[config.mk]
export PLATFORM = sky130hd
export DESIGN_NAME = i2s_rx
export DESIGN_NICKNAME = d
export VERILOG_FILES = /design/src/rtl/i2s_pkg.sv /design/src/rtl/i2s_rx_sync.sv /design/src/rtl/i2s_rx.sv
export SDC_FILE = /design/constraint.sdc
export NUM_CORES = 1
export LEC_CHECK = 0
export ABC_AREA = 1
export BUFFER_PORTS_ARGS = -buffer_cell sky130_fd_sc_hd__buf_2
export CAP_MARGIN = 20
export CORE_MARGIN = 10
export CORE_UTILIZATION = 59
export DETAILED_ROUTE_END_ITERATION = 8
export PLACE_DENSITY_LB_ADDON = 0.05
export SYNTH_ARGS = -nofsm -noshare
export SYNTH_HDL_FRONTEND = slang
export SYNTH_SLANG_ARGS = --single-unit
[constraint.sdc]
create_clock -name i_sys_clk -period 6.3 [get_ports i_sys_clk]
set_input_delay 0.945 -clock i_sys_clk [delete_from_list [all_inputs] [get_ports i_sys_clk]]
set_output_delay 0.945 -clock i_sys_clk [all_outputs]
set_load 0.02 [all_outputs]
[src/rtl/i2s_pkg.sv]
// i2s_pkg: shared types and constants for the I2S receive path.
package i2s_pkg;
  typedef enum logic {UNLOCKED, RUN} state_e;
  localparam logic WS_LEFT = 1'b0;
  localparam logic WS_RIGHT = 1'b1;
  localparam int SYNC_STAGES = 2;
endpackage

[src/rtl/i2s_rx_sync.sv]
// i2s_rx_sync: N-bit multi-stage synchroniser plus delay register; bit 0 is the edge-detected clock.
module i2s_rx_sync
  import i2s_pkg::*;
#(
  parameter int N = 3
) (
  input  logic         i_sys_clk,
  input  logic         i_sys_rst,
  input  logic [N-1:0] d_i,
  output logic [N-2:0] data_o,
  output logic         rise_o
);
  logic [SYNC_STAGES-1:0][N-1:0] stg_q;
  logic                          dly_q;
  always_ff @(posedge i_sys_clk or posedge i_sys_rst) begin
    if (i_sys_rst) begin
      stg_q <= '0;
      dly_q <= 1'b0;
    end else begin
      stg_q <= {stg_q[SYNC_STAGES-2:0], d_i};
      dly_q <= stg_q[SYNC_STAGES-1][0];
    end
  end
  // data bits come from the same stage as the clock so they are stable at the rise
  assign data_o = stg_q[SYNC_STAGES-1][N-1:1];
  assign rise_o = stg_q[SYNC_STAGES-1][0] & ~dly_q;
endmodule

[src/rtl/i2s_rx.sv]
// i2s_rx: oversampling I2S slave receiver (one-bit WS delay, MSB first) with lock and framing-error flags.
// Define I2S_RX_NEGATE_EN to two's-complement negate each received word before output.
module i2s_rx
  import i2s_pkg::*;
#(
  parameter int DATA_WIDTH = 16
) (
  input  logic                  i_sys_clk,
  input  logic                  i_sys_rst,
  input  logic                  i_sck,
  input  logic                  i_ws,
  input  logic                  i_sd,
  output logic [DATA_WIDTH-1:0] o_left_data,
  output logic [DATA_WIDTH-1:0] o_right_data,
  output logic                  o_left_vld,
  output logic                  o_right_vld,
  output logic                  o_locked,
  output logic                  o_frame_err
);
  localparam int CW = $clog2(DATA_WIDTH + 1);
  if (DATA_WIDTH < 8 || DATA_WIDTH > 32) begin : g_bad_width
    $error("i2s_rx: DATA_WIDTH must be within 8..32");
  end
  logic [1:0]            sync_w;
  logic                  rise_w, ws_w, sd_w, ws_chg_w;
  logic [DATA_WIDTH-1:0] word_w;
  state_e                state_q, state_d;
  logic                  ws_prev_q, ws_prev_d;
  logic [CW-1:0]         cnt_q, cnt_d;
  logic [DATA_WIDTH-1:0] shreg_q, shreg_d;
  logic                  fin_q, fin_d, fin_ch_q, fin_ch_d, err_q, err_d;
  logic [DATA_WIDTH-1:0] left_q, left_d, right_q, right_d;
  logic                  left_vld_q, left_vld_d, right_vld_q, right_vld_d, frame_err_q, frame_err_d;
  i2s_rx_sync #(.N(3)) u_sync (
    .i_sys_clk(i_sys_clk),
    .i_sys_rst(i_sys_rst),
    .d_i      ({i_sd, i_ws, i_sck}),
    .data_o   (sync_w),
    .rise_o   (rise_w)
  );
  assign ws_w = sync_w[0];
  assign sd_w = sync_w[1];
  assign ws_chg_w = ws_w != ws_prev_q;
`ifdef I2S_RX_NEGATE_EN
  assign word_w = ~shreg_q + DATA_WIDTH'(1);
`else
  assign word_w = shreg_q;
`endif
  // a WS change arrives together with the LSB of the word that is ending
  always_comb begin
    state_d = state_q;
    ws_prev_d = ws_prev_q;
    cnt_d = cnt_q;
    shreg_d = shreg_q;
    fin_d = 1'b0;
    fin_ch_d = fin_ch_q;
    err_d = 1'b0;
    if (rise_w) begin
      ws_prev_d = ws_w;
      if (state_q == UNLOCKED) begin
        state_d = ws_chg_w ? RUN : UNLOCKED;
        cnt_d = '0;
      end else begin
        shreg_d = {shreg_q[DATA_WIDTH-2:0], sd_w};
        cnt_d = ws_chg_w ? '0 : (cnt_q == CW'(DATA_WIDTH)) ? cnt_q : cnt_q + CW'(1);
        fin_d = ws_chg_w && cnt_q == CW'(DATA_WIDTH - 1);
        err_d = ws_chg_w && cnt_q != CW'(DATA_WIDTH - 1);
        fin_ch_d = ws_prev_q;
      end
    end
  end
  always_comb begin
    left_vld_d = fin_q && fin_ch_q == WS_LEFT;
    right_vld_d = fin_q && fin_ch_q == WS_RIGHT;
    left_d = left_vld_d ? word_w : left_q;
    right_d = right_vld_d ? word_w : right_q;
    frame_err_d = err_q;
  end
  always_ff @(posedge i_sys_clk or posedge i_sys_rst) begin
    if (i_sys_rst) begin
      state_q <= UNLOCKED;
      ws_prev_q <= 1'b0;
      cnt_q <= '0;
      shreg_q <= '0;
      fin_q <= 1'b0;
      fin_ch_q <= 1'b0;
      err_q <= 1'b0;
      left_q <= '0;
      right_q <= '0;
      left_vld_q <= 1'b0;
      right_vld_q <= 1'b0;
      frame_err_q <= 1'b0;
    end else begin
      state_q <= state_d;
      ws_prev_q <= ws_prev_d;
      cnt_q <= cnt_d;
      shreg_q <= shreg_d;
      fin_q <= fin_d;
      fin_ch_q <= fin_ch_d;
      err_q <= err_d;
      left_q <= left_d;
      right_q <= right_d;
      left_vld_q <= left_vld_d;
      right_vld_q <= right_vld_d;
      frame_err_q <= frame_err_d;
    end
  end
  assign o_left_data = left_q;
  assign o_right_data = right_q;
  assign o_left_vld = left_vld_q;
  assign o_right_vld = right_vld_q;
  assign o_frame_err = frame_err_q;
  assign o_locked = state_q == RUN;
endmodule

==> reports/summary.log <==
qor: timing.slew_headroom 35.81%
qor: setup_path.worstSetupPathDepth 1
qor: route.drt-vias-per-instance 5.014
qor: synthesis.synth.net_count 264
qor: clock_network.clock_latency 0.33 ns
qor: die.die-height 86 microns
qor: clock_network.tritoncts yes
qor: setup_path.worst_ep_arrival_time 0.97 ns
qor: route.topRoutingLayerUsed met4
qor: route.dr.first_iter.drc_count 109
qor: grt.grt_antenna_before_repair 0
qor: route.postRouteAntennaNets 0
qor: setup_path.timing.rr.end shreg_q[8]
qor: setup_path.critical_path.slowest_cell sky130_fd_sc_hd__dfrtp_1
qor: die.core 4115 sq um
qor: timing.fmaxAchievable 521.8 MHz
qor: setup_path.crit_path_cell_trace buf_2
qor: placed_design.number_of_port_buffers 40
qor: route.post_drt_wl_per_cell 12.85 microns
qor: timing.setup_total_negative_slack 0 ns
qor: outcome.status finished clean
qor: synthesis.post_synth_fa_ha_maj_area_fraction 1.461%
qor: synthesis.synth_enable_flop_cells 0
qor: grt.global_route.overflow_total 0
qor: clock_network.ctsHtreeMaxLevel 3
qor: grt.track_usage 13.57%
qor: setup_path.setup.worst_path.end_class output port
qor: die.start_util 62.45%
qor: setup_path.endpoint o_locked
qor: setup_path.reg2regPathDepth 4
qor: clock_network.cts_root_buf sky130_fd_sc_hd__clkbuf_8
qor: setup_path.required 5.35 ns
qor: synthesis.synth_seq_cells 68
qor: timing.timing.final.crit_period 1.916 ns
qor: synthesis.synth_compound_area_share 10.08%
qor: synthesis.synthesis.yosys.warnings 0
qor: synthesis.average_cell_area_after_synthesis 10.04 sq um
qor: die.ioPinCount 41
qor: power_and_ir_drop.p_per_area 299.9 nW/um^2
qor: clock_network.postCtsResizedCells 0
qor: synthesis.post_synth_main_area_contributors sky130_fd_sc_hd__dfrtp_1, sky130_fd_sc_hd__nand2_1, sky130_fd_sc_hd__o21ai_0
qor: synthesis.synthesis.instances 256
qor: route.num_vias 1770
qor: timing.timing_hold_violations_final 0
qor: grt.grt_start_max_net_pins 69
qor: cells_and_area.commonest_non_fill_non_tap_cell_in_the_layout sky130_fd_sc_hd__nand2_1
qor: synthesis.postSynth.topFlopCell sky130_fd_sc_hd__dfrtp_1
qor: grt.first_pass_grt_wire_length 8052 microns
qor: clock_network.postCtsSetupBuffers 0
qor: setup_path.timing.critical_path.from_type register
qor: clock_network.cts_made_buffers 9
qor: setup_path.worst_setup_slack_for_register_to_register_paths 4.74 ns
qor: clock_network.tritoncts_sink_count 68
qor: placed_design.gp_congestion 0.7720
qor: cells_and_area.final_cell_mix sky130_fd_sc_hd__nand2_1, sky130_fd_sc_hd__dfrtp_1, sky130_fd_sc_hd__o21ai_0
qor: setup_path.crit_buf_inv 1
qor: synthesis.post_synth_and_or_nand_nor_area_fraction 14.75%
qor: grt.first_global_vias 1733
qor: cells_and_area.area_growth 14.80%
qor: cells_and_area.finish.net_count 306
qor: synthesis.synth.mux.area_fraction 0%
qor: synthesis.synth_top_area_cell sky130_fd_sc_hd__dfrtp_1
qor: clock_network.max-clock-path-buffers 2
qor: placed_design.dp.final_hpwl 2964 microns
qor: synthesis.synthesis.area 2570 sq um
qor: die.rows 23
qor: synthesis.synth_cell_type_count 19
qor: route.routed_met2_length 1970 microns
qor: synthesis.sequential_area_share_after_synthesis 66.21%
qor: setup_path.reg_to_reg_critical_path_startpoint u_sync.dly_q
qor: setup_path.worstSetupPathType register to output port
qor: timing.fin_skew 0.008949 ns
qor: die.area_enclosed_by_the_die_boundary 7396 sq um
qor: setup_path.path_max_fanout 6
qor: setup_path.critical-path-max-stage-delay 0.44 ns
qor: timing.worst-slew-pin-transition 0.9606 ns
qor: hold_path.hold_class register to register
qor: timing.final_max_slew_viol_count 0
qor: die.floorplan.die.width 86 microns
qor: timing.setup_repair_after_global_routing_missed_its_margin no
qor: route.route.detailed.drc 0
qor: power_and_ir_drop.irDropWorstVdd 0.2042 mV
qor: route.number_of_detailed_routing_iterations_run_before_antenna_repair 5
qor: route.routed-wl-met3 316 microns
qor: setup_path.family_of_cells_with_the_greatest_summed_delay_on_the_critical_path flip-flops
qor: setup_path.critical_path.startpoint o_locked
qor: route.detail_route.wirelength 4536 microns
qor: synthesis.synth-xor-area-share 0.3408%
qor: route.route.layer.met1.wl 2187 microns
qor: power_and_ir_drop.total_power_after_layout 0.8847 mW
qor: cells_and_area.layout-drive-gt1-share 19.80%
qor: power_and_ir_drop.static-leakage-power 1.535 nW
qor: cells_and_area.final_antenna_diode_count 0
qor: cells_and_area.fillerInstances 317
qor: run.drv.max_cap_violation_count 0
qor: clock_network.holdBufCountCts 0
qor: synthesis.asyncSetResetFlopFracSynth 100.0%
qor: timing.layout_worst_path_cycle_share 30.42%
qor: timing.setup_violations_final 0
qor: synthesis.synth_top_area_share 66.21%
qor: clock_network.cts.reportedPaths.clkPinSlew 0.06 ns
qor: synthesis.largest_family_of_logic_cells_by_synthesized_area simple AND/OR/NAND/NOR gates
area by class of cell:
class / count / area, sq um / share of cell area [%]
timing repair buffer: 41 / 207.7 / 7.040
multi-input combinational: 147 / 684.4 / 23.20
sequential: 68 / 1702 / 57.68
clock buffer: 14 / 142.6 / 4.835
inverter: 31 / 116.4 / 3.944
tap: 50 / 62.56 / 2.120
clock inverter: 2 / 35.03 / 1.187
stage by stage:
| stage | cells | utilization [%] | hold slack [ns] | area [sq um] | setup slack, ns |
|---|---|---|---|---|---|
| floorplan | 256 | - | 0.3312 | 2570 | 3.643 |
| global placement | 337 | 67.38 | 0.3318 | 2773 | 4.517 |
| detailed placement | 337 | 67.38 | 0.3364 | 2773 | 4.510 |
| CTS | 353 | 71.69 | 0.3521 | 2950 | 4.362 |
| global route | 353 | 71.69 | 0.3596 | 2950 | 4.326 |
| finish | 353 | 71.69 | 0.3493 | 2950 | 4.384 |
worst min path at each step:
stage | slack, ns | endpoint | cells past startpoint | startpoint
finish | 0.35 | u_sync.stg_q[3] | 0 | u_sync.stg_q[0]
global route | 0.36 | u_sync.stg_q[3] | 0 | u_sync.stg_q[0]
CTS | 0.35 | u_sync.stg_q[3] | 0 | u_sync.stg_q[0]
detailed placement | 0.34 | u_sync.data_o[0] | 0 | u_sync.stg_q[1]
global placement | 0.33 | u_sync.data_o[0] | 0 | u_sync.stg_q[1]
floorplan | 0.33 | o_frame_err | 0 | err_q
metal layers:
layer	vias up	track usage, %
li1	889	-
met5	-	0
met4	0	7.186
met3	7	5.203
met1	832	17.03
met2	42	19.74
registers in the layout, indices dropped and copies added, names as in the netlist, 2 cells and up:
| signal | flops |
|---|---|
| u_sync.stg_q | 4 |
| o_right_data | 16 |
| cnt_q | 5 |
| o_left_data | 16 |
| u_sync.data_o | 2 |
| shreg_q | 16 |
logic make-up after synthesis:
family,Yosys count
and+or+nand+nor,92
DFF,68
AOI/OAI and AO/OA,51
buffers and inverters,41
adders and majority gates,3
xor gates and xnor gates,1
synth_stat cells (3+ instances only):
master and n:
sky130_fd_sc_hd__nand4_1 4, sky130_fd_sc_hd__o21ai_0 47, sky130_fd_sc_hd__nor2_2 3, sky130_fd_sc_hd__inv_1 31, sky130_fd_sc_hd__ha_1 3, sky130_fd_sc_hd__buf_2 5
sky130_fd_sc_hd__nand3_1 4, sky130_fd_sc_hd__nand2_1 72, sky130_fd_sc_hd__nor2_1 6, sky130_fd_sc_hd__dfrtp_1 68, sky130_fd_sc_hd__buf_6 3
where the power goes:
group	switching [mW]	internal (mW)	total, mW
combinational	0.0476	0.0202	0.0678
clock	0.148	0.183	0.331
sequential	0.0187	0.467	0.486
worst register-to-register path: stages (launching register included):
cell                      delay [ns]
sky130_fd_sc_hd__dfrtp_1        0.37
sky130_fd_sc_hd__nor2_2         0.37
sky130_fd_sc_hd__nand2_2        0.43
sky130_fd_sc_hd__nand2_1        0.18
sky130_fd_sc_hd__o21ai_0        0.09
Power figures use the tool's default switching activity.
